--- src/rtl/logic_unit_pkg.sv ---
// Shared types for the logic-unit arbiter: opcode and FSM state encodings.
package logic_unit_pkg;

    typedef enum logic [1:0] {
        OP_AND  = 2'b00,
        OP_OR   = 2'b01,
        OP_XOR  = 2'b10,
        OP_NAND = 2'b11
    } op_e;

    typedef enum logic [1:0] {
        IDLE = 2'b00,
        EXEC = 2'b01,
        RESP = 2'b10
    } state_e;

endpackage

--- src/rtl/logic_op_unit.sv ---
// Combinational bitwise gate datapath: y = op(a, b), no carries between bits.
module logic_op_unit
    import logic_unit_pkg::*;
#(
    parameter int WIDTH = 8
) (
    input  logic [WIDTH-1:0] a,
    input  logic [WIDTH-1:0] b,
    input  logic [1:0]       op,
    output logic [WIDTH-1:0] y
);

    // Decode opcode into the selected bitwise function.
    always_comb begin
        y = '0;
        unique case (op_e'(op))
            OP_AND:  y = a & b;
            OP_OR:   y = a | b;
            OP_XOR:  y = a ^ b;
            OP_NAND: y = ~(a & b);
        endcase
    end

endmodule

--- src/rtl/logic_unit_arbiter.sv ---
// Round-robin arbiter sharing one logic_op_unit between NREQ requesters.
// Each operation is serialised: accept (IDLE) -> execute (EXEC) -> respond (RESP).
module logic_unit_arbiter
    import logic_unit_pkg::*;
#(
    parameter int WIDTH  = 8,
    parameter int NREQ   = 4,
    localparam int IDW   = $clog2(NREQ)
) (
    input  logic                    clk,
    input  logic                    rst_n,
    input  logic [NREQ-1:0]         req_valid,
    output logic [NREQ-1:0]         req_ready,
    input  logic [NREQ*WIDTH-1:0]   req_a,
    input  logic [NREQ*WIDTH-1:0]   req_b,
    input  logic [NREQ*2-1:0]       req_op,
    output logic                    rsp_valid,
    input  logic                    rsp_ready,
    output logic [WIDTH-1:0]        rsp_y,
    output logic [IDW-1:0]          rsp_id,
    output logic                    busy
);

    state_e           state_q, state_d;
    logic [IDW-1:0]   rr_ptr_q, rr_ptr_d;
    logic [IDW-1:0]   id_q;
    logic [WIDTH-1:0] a_q, b_q;
    logic [1:0]       op_q;
    logic [WIDTH-1:0] rsp_y_q;
    logic [IDW-1:0]   rsp_id_q;
    logic             rsp_valid_q;

    logic [2*NREQ-1:0] valid_dbl;
    logic [NREQ-1:0]   valid_rot;
    logic [IDW:0]      idx_sum;
    logic              found;
    logic [IDW-1:0]    winner;
    logic [WIDTH-1:0]  sel_a, sel_b;
    logic [1:0]        sel_op;
    logic [WIDTH-1:0]  alu_y;
    logic              accept;

    // Rotate requests so rr_ptr sits at bit 0, take the first set bit and map it back.
    always_comb begin
        valid_dbl = {req_valid, req_valid};
        valid_rot = NREQ'(valid_dbl >> rr_ptr_q);
        found     = 1'b0;
        winner    = '0;
        idx_sum   = '0;
        for (int k = 0; k < NREQ; k++) begin
            if (!found && valid_rot[k]) begin
                found   = 1'b1;
                idx_sum = {1'b0, rr_ptr_q} + (IDW+1)'(k);
                if (idx_sum >= (IDW+1)'(NREQ)) begin
                    idx_sum = idx_sum - (IDW+1)'(NREQ);
                end
                winner = idx_sum[IDW-1:0];
            end
        end
    end

    assign accept = (state_q == IDLE) && found;

    // Select the winner's operands and drive its one-hot accept strobe.
    always_comb begin
        sel_a     = '0;
        sel_b     = '0;
        sel_op    = '0;
        req_ready = '0;
        for (int k = 0; k < NREQ; k++) begin
            if (winner == IDW'(k)) begin
                sel_a        = req_a[k*WIDTH +: WIDTH];
                sel_b        = req_b[k*WIDTH +: WIDTH];
                sel_op       = req_op[k*2 +: 2];
                req_ready[k] = accept;
            end
        end
    end

    logic_op_unit #(
        .WIDTH (WIDTH)
    ) u_op (
        .a  (a_q),
        .b  (b_q),
        .op (op_q),
        .y  (alu_y)
    );

    // Next-state logic; the pointer only advances once the response is handed off.
    always_comb begin
        state_d  = state_q;
        rr_ptr_d = rr_ptr_q;
        unique case (state_q)
            IDLE: begin
                if (found) begin
                    state_d = EXEC;
                end
            end
            EXEC: begin
                state_d = RESP;
            end
            RESP: begin
                if (rsp_ready) begin
                    state_d  = IDLE;
                    rr_ptr_d = (id_q == IDW'(NREQ - 1)) ? '0 : id_q + IDW'(1);
                end
            end
            default: begin
                state_d = IDLE;
            end
        endcase
    end

    // FSM state and round-robin pointer.
    always_ff @(posedge clk or negedge rst_n) begin
        if (!rst_n) begin
            state_q  <= IDLE;
            rr_ptr_q <= '0;
        end else begin
            state_q  <= state_d;
            rr_ptr_q <= rr_ptr_d;
        end
    end

    // Operand capture on accept, result registration in EXEC, release on handoff.
    always_ff @(posedge clk or negedge rst_n) begin
        if (!rst_n) begin
            a_q         <= '0;
            b_q         <= '0;
            op_q        <= '0;
            id_q        <= '0;
            rsp_y_q     <= '0;
            rsp_id_q    <= '0;
            rsp_valid_q <= 1'b0;
        end else begin
            if (accept) begin
                a_q  <= sel_a;
                b_q  <= sel_b;
                op_q <= sel_op;
                id_q <= winner;
            end
            if (state_q == EXEC) begin
                rsp_y_q     <= alu_y;
                rsp_id_q    <= id_q;
                rsp_valid_q <= 1'b1;
            end else if ((state_q == RESP) && rsp_ready) begin
                rsp_valid_q <= 1'b0;
            end
        end
    end

    assign rsp_valid = rsp_valid_q;
    assign rsp_y     = rsp_y_q;
    assign rsp_id    = rsp_id_q;
    assign busy      = (state_q != IDLE);

endmodule

--- config.mk ---
export PLATFORM = sky130hd
export DESIGN_NAME = logic_unit_arbiter
export DESIGN_NICKNAME = d
export VERILOG_FILES = /design/src/rtl/logic_unit_pkg.sv /design/src/rtl/logic_op_unit.sv /design/src/rtl/logic_unit_arbiter.sv
export SDC_FILE = /design/constraint.sdc
export NUM_CORES = 1
export LEC_CHECK = 0
export CAP_MARGIN = 20
export CORE_ASPECT_RATIO = 1.75
export CORE_UTILIZATION = 39
export CTS_CLUSTER_DIAMETER = 120
export DETAILED_ROUTE_END_ITERATION = 7
export GPL_ROUTABILITY_DRIVEN = 0
export PLACE_DENSITY = 0.77
export SLEW_MARGIN = 20
export SYNTH_ARGS = -nofsm -noshare
export SYNTH_HDL_FRONTEND = slang
export SYNTH_SLANG_ARGS = --single-unit
--- constraint.sdc ---
create_clock -name clk -period 2.8 [get_ports clk]
set_input_delay 0.56 -clock clk [delete_from_list [all_inputs] [get_ports clk]]
set_output_delay 0.56 -clock clk [all_outputs]
set_load 0.02 [all_outputs]
Yosys cells after proc, flatten, opt, wreduce, memory -nomap -nowiden
Cells that the tools add are included.

word-level totals
  logic and storage cells = 87
  output and inout port bits = 16
  bits in registers = 35
  input port bits = 79

operators by class
  $add $sub $neg = 8
  multiplexer cells = 35
  shifts and indexed selects = 1
  reductions and logical operators = 15
  bitwise logic cells = 4
  $lt $le $gt $ge = 4
  equality and inequality tests = 11

operators with widths
  kind                                                               number
  two-way mux 8 bit                                                  8
  one-hot mux 8 bit (4 select lines)                                 1
  two-way mux 2 bit                                                  15
  == test 2 bit, second input constant                               6
  two-way mux 1 bit                                                  10
  greater-or-equal comparator 3 bit, second input constant           3
  AND 8 bit                                                          1
  NOT 8 bit                                                          1
  OR 8 bit                                                           1
  >> shifter 8 x 2 -> 4 bit                                          1
  subtractor 2 x 1 -> 2 bit, second input constant                   4
  bitwise XOR 8 bit                                                  1
  adder 2 x 2 -> 3 bit, second input constant                        2
  == test 2 x 1 -> 1 bit, second input constant                      3
  zero test 2 bit                                                    3
  one-hot mux 2 bit (3 select lines)                                 1
  logical AND 1 bit                                                  5
  != test 2 bit, second input constant                               2
  AND reduction 2 bit                                                2
  nonzero test 2 bit                                                 2
  adder 2 x 1 -> 3 bit, second input constant                        1
  greater-or-equal comparator 2 x 3 -> 1 bit, second input constant  1
  zero test 1 bit                                                    3
  adder 2 x 1 -> 2 bit, second input constant                        1

Depth between registers and ports, before layout
  depth after elaboration = 16
  mapped depth = 9
  depth with buffers taken out = 6

Cells and area by module
A second synthesis with hierarchy kept.

unflattened totals
  cells, all modules = 224
  area total of the unflattened synthesis = 2563.7 um^2

modules (own cells, without submodules)
  module              area an instance (um^2)  sequential area each (um^2)  cells an instance  instances
  logic_unit_arbiter  2010.7                   875.8                        165                1
  logic_op_unit       553.0                    0.0                          59                 1

Worst setup path before layout
OpenSTA, ideal clock, no wires.

  path kind = input to output
  from = in req_valid[2]
  to = out req_ready[1]
  buffers on the path = 2
  data arrival time = 1927 ps
  stages on the path = 6
  path slack = 313 ps
  required time = 2240 ps
  cell sequence = mux2i_2 or2_1 clkbuf_1 clkbuf_1 nand3_1 nor3_1

on the way
  longest elaborated chain between the ends = 13

RTL lines
  element                                                      line                                                RTL
  start, declared                                              logic_unit_arbiter.sv:12                            input logic [NREQ-1:0] req_valid,
  >> shifter 8 x 2 -> 4 bit *                                  logic_unit_arbiter.sv:46                            valid_rot = NREQ'(valid_dbl >> rr_ptr_q);
  two-way mux 1 bit                                            logic_unit_arbiter.sv:51                            if (!found && valid_rot[k]) begin
  zero test 1 bit                                              logic_unit_arbiter.sv:51
  logical AND 1 bit                                            logic_unit_arbiter.sv:51
  two-way mux 1 bit                                            logic_unit_arbiter.sv:51
  zero test 1 bit                                              logic_unit_arbiter.sv:51
  logical AND 1 bit                                            logic_unit_arbiter.sv:51
  two-way mux 1 bit                                            logic_unit_arbiter.sv:51
  zero test 1 bit                                              logic_unit_arbiter.sv:51
  logical AND 1 bit                                            logic_unit_arbiter.sv:51
  two-way mux 2 bit or two-way mux 1 bit (tied branches)       logic_unit_arbiter.sv:51
  == test 2 x 1 -> 1 bit or logical AND 1 bit (tied branches)  logic_unit_arbiter.sv:71, logic_unit_arbiter.sv:62
  two-way mux 1 bit *                                          logic_unit_arbiter.sv:71                            if (winner == IDW'(k)) begin
  end, declared                                                logic_unit_arbiter.sv:13                            output logic [NREQ-1:0] req_ready,

Every way passes the cells marked *; elsewhere a longest branch is shown, timed or not.

Final worst setup path
  from = in req_valid[0]
  to = out req_ready[1]

Same word-level chain as after synthesis.

==> metrics.yaml <==
ys.flop_type: "dfrtp_1"
instances_no_fill: 441
antenna_left: 0
drive_gt1_share_pct: 17.45
fmax_mhz: 360.0
antenna_found_initial: 0
synth_fp_nets: 365
postLayoutCoreUtil_pct: 59.01
synth_commonest_cells: "dfrtp_1, mux2_2, nand2_1"
synth_edf_count: 0
crit_fanout: 5
cts_max_level: 2
synth_warnings: 0
first_pass_iters: 4
required_ps: 2240
rsz0062_at_grt: "yes"
clk_pin_slew_ps: 70
slew_viol_final: 0
yosysTopAreaCell: "dfrtp_1"
core_area_um2: 6276
finalHoldViolCount: 0
root_buffer: "clkbuf_8"
crit_path_end_kind: "output pin"
synth_most_common_cell: "dfrtp_1"
p_leak_nw: 1.602
viasPerCell: 5.522
arrival_ps: 2220
synth_cells: 269
cts_made_buffers: 5
synth_seq_cells: 35
cts_tree: "done"
io_pins: 95
die_w_um: 63.56
synthToLayoutAreaGrowth_pct: 43.20
place_inst: 434
reg2reg_from: "rr_ptr_q[1]$_DFFE_PN0P_"
finalWorstPathRequiredPeriod_ps: 2778
crit_type: "in2out"
routed_wl_mm: 6.773
cts_buffer_depth: 2
place_area_um2: 3622
drtIter0Drc: 79
die_area_um2: 6974
insertion_delay_ps: 280
synth_area_um2: 2586
synth_area_leaders: "dfrtp_1, mux2_2, ha_1"
gr-usage-all-layers_pct: 20.80
num_rows: 38
die_h_um: 109.7
status: "complete, no violations"
cts_setup_buffers: 0
p_per_area_nw_per_um2: 914.3
min_path_type: "in2async"
startpoint: "req_valid[0]"
diodes: 0
avgRoutedWirePerCell_um: 15.36
cp-start-kind: "input port"
fin_skew_ps: 6.697
setup_viol: 0
drv_cap: 0
initial_core_util_pct: 41.21
yosysTopAreaCellShare_pct: 33.87
grt_max_degree: 36
irDropWorstVdd_v: 0.0003675
yosysSeqAreaShare_pct: 33.87
maxSlewHeadroom_pct: 49.62
synth_area_per_cell_um2: 9.614
vias: 2435
async_reset_ff_share_pct: 100.0
final_area_um2: 3704
io_buffers: 94
first_global_vias: 2525
yosys.cell_types.count: 38
worstMarginPinSlew_ps: 754.9
grt_pass1_wl_mm: 11.39
grt-ovfl-total: 0
drc: 0
fin_nets: 457
dp_hpwl_mm: 5.360
clock_sinks: 35
min_period_over_period_pct: 99.20
-- worst max-delay path, cell delays in order --
cell and delay, ps:
clkdlybuf4s50_1 560, a21oi_1 110, o21a_1 200, o22a_1 250, nor3_1 200, clkdlybuf4s15_1 330
-- metrics by stage --
| stage | worst slack (ps) | power (mW) | hold slack, ps | setup TNS [ps] |
|---|---|---|---|---|
| floorplan | 313.5 | 2.383 | 264.4 | 0 |
| global route | -45.90 | 3.689 | 395.9 | -45.90 |
| CTS | 3.347 | 3.411 | 362.6 | 0 |
| finish | 22.26 | 3.386 | 334.1 | 0 |
| detailed placement | -279.8 | 3.040 | 473.4 | -998.0 |
| global placement | -195.7 | 2.952 | 465.2 | -3205 |
-- cell usage in the layout (no fill, tap or decap), drive strengths merged, types with 2 or more instances in the layout --
master         Yosys  layout
ha                17      17
a21oi             17      17
a221o             13      13
nand2b             3       3
inv               19      19
clkbuf            17       7
nand4             13      13
clkdlybuf4s50      0      89
nor2               7       7
o31a               5       5
mux2              32      32
mux2i              6       6
a221oi             3       3
nand2             21      21
o21ai             19      19
buf                6      15
nor3               3       3
a211oi             7       7
dfrtp             35      35
clkdlybuf4s15      0       2
o31ai             14      14
or2                5       5
-- sequential cells by signal, indices dropped and copies added, names as in the netlist --
name,flops
rsp_y,8
rr_ptr_q,2
state_q,2
rsp_valid,1
rsp_id,2
b_q,8
id_q,2
a_q,8
op_q,2
-- cell type report --
class	count	area, um2
Clock buffer	6	82.58
Sequential cell	35	875.8
Clock inverter	1	5.005
Timing Repair Buffer	108	1035
Multi-Input combinational cell	192	1534
Fill cell	576	2572
Inverter	19	71.32
Tap cell	80	100.1
-- final timing paths --
path,cells past startpoint,slack (ps),endpoint
setup / recovery,6,20,req_ready[1]
hold / removal,1,330,rsp_id[0]$_DFFE_PN0P_
setup reg to reg,6,460,b_q[2]$_DFFE_PN0N_
hold reg to reg,2,480,rsp_y[1]$_DFFE_PN0P_
max in group asynchronous,1,1990,b_q[0]$_DFFE_PN0N_
min in group clk,2,480,rsp_y[1]$_DFFE_PN0P_
-- per-layer routing --
metal / global-route usage, % / vias up / wire length [um]
met1: 22.16 / 1138 / 2492
met5: 0 / - / 0
met3: 3.008 / 21 / 271
li1: - / 1180 / -
met2: 37.92 / 96 / 3675
met4: 12.99 / 0 / 333
-- kinds of logic (layout without fill, tap and decap cells) --
kind of cell,Yosys count,count (layout),synth area share (%)
AOI/OAI and AO/OA,82,82,22.50
muxes,38,38,17.27
buffers and inverters,42,134,6.918
DFF,35,35,33.87
adders and majority gates,17,17,8.224
and+or+nand+nor,55,55,11.22
-- power by group --
group | switching, mW | internal [mW] | total [mW]
logic | 0.950 | 1.03 | 1.98
clock network | 0.175 | 0.193 | 0.368
registers | 0.270 | 0.765 | 1.03
-- what timing repair did --
action                     4_1_cts  5_1_grt
hold buffers                     0        0
resized for setup                4        5
setup endpoints to repair        4        3
Power figures use the tool's default switching activity.
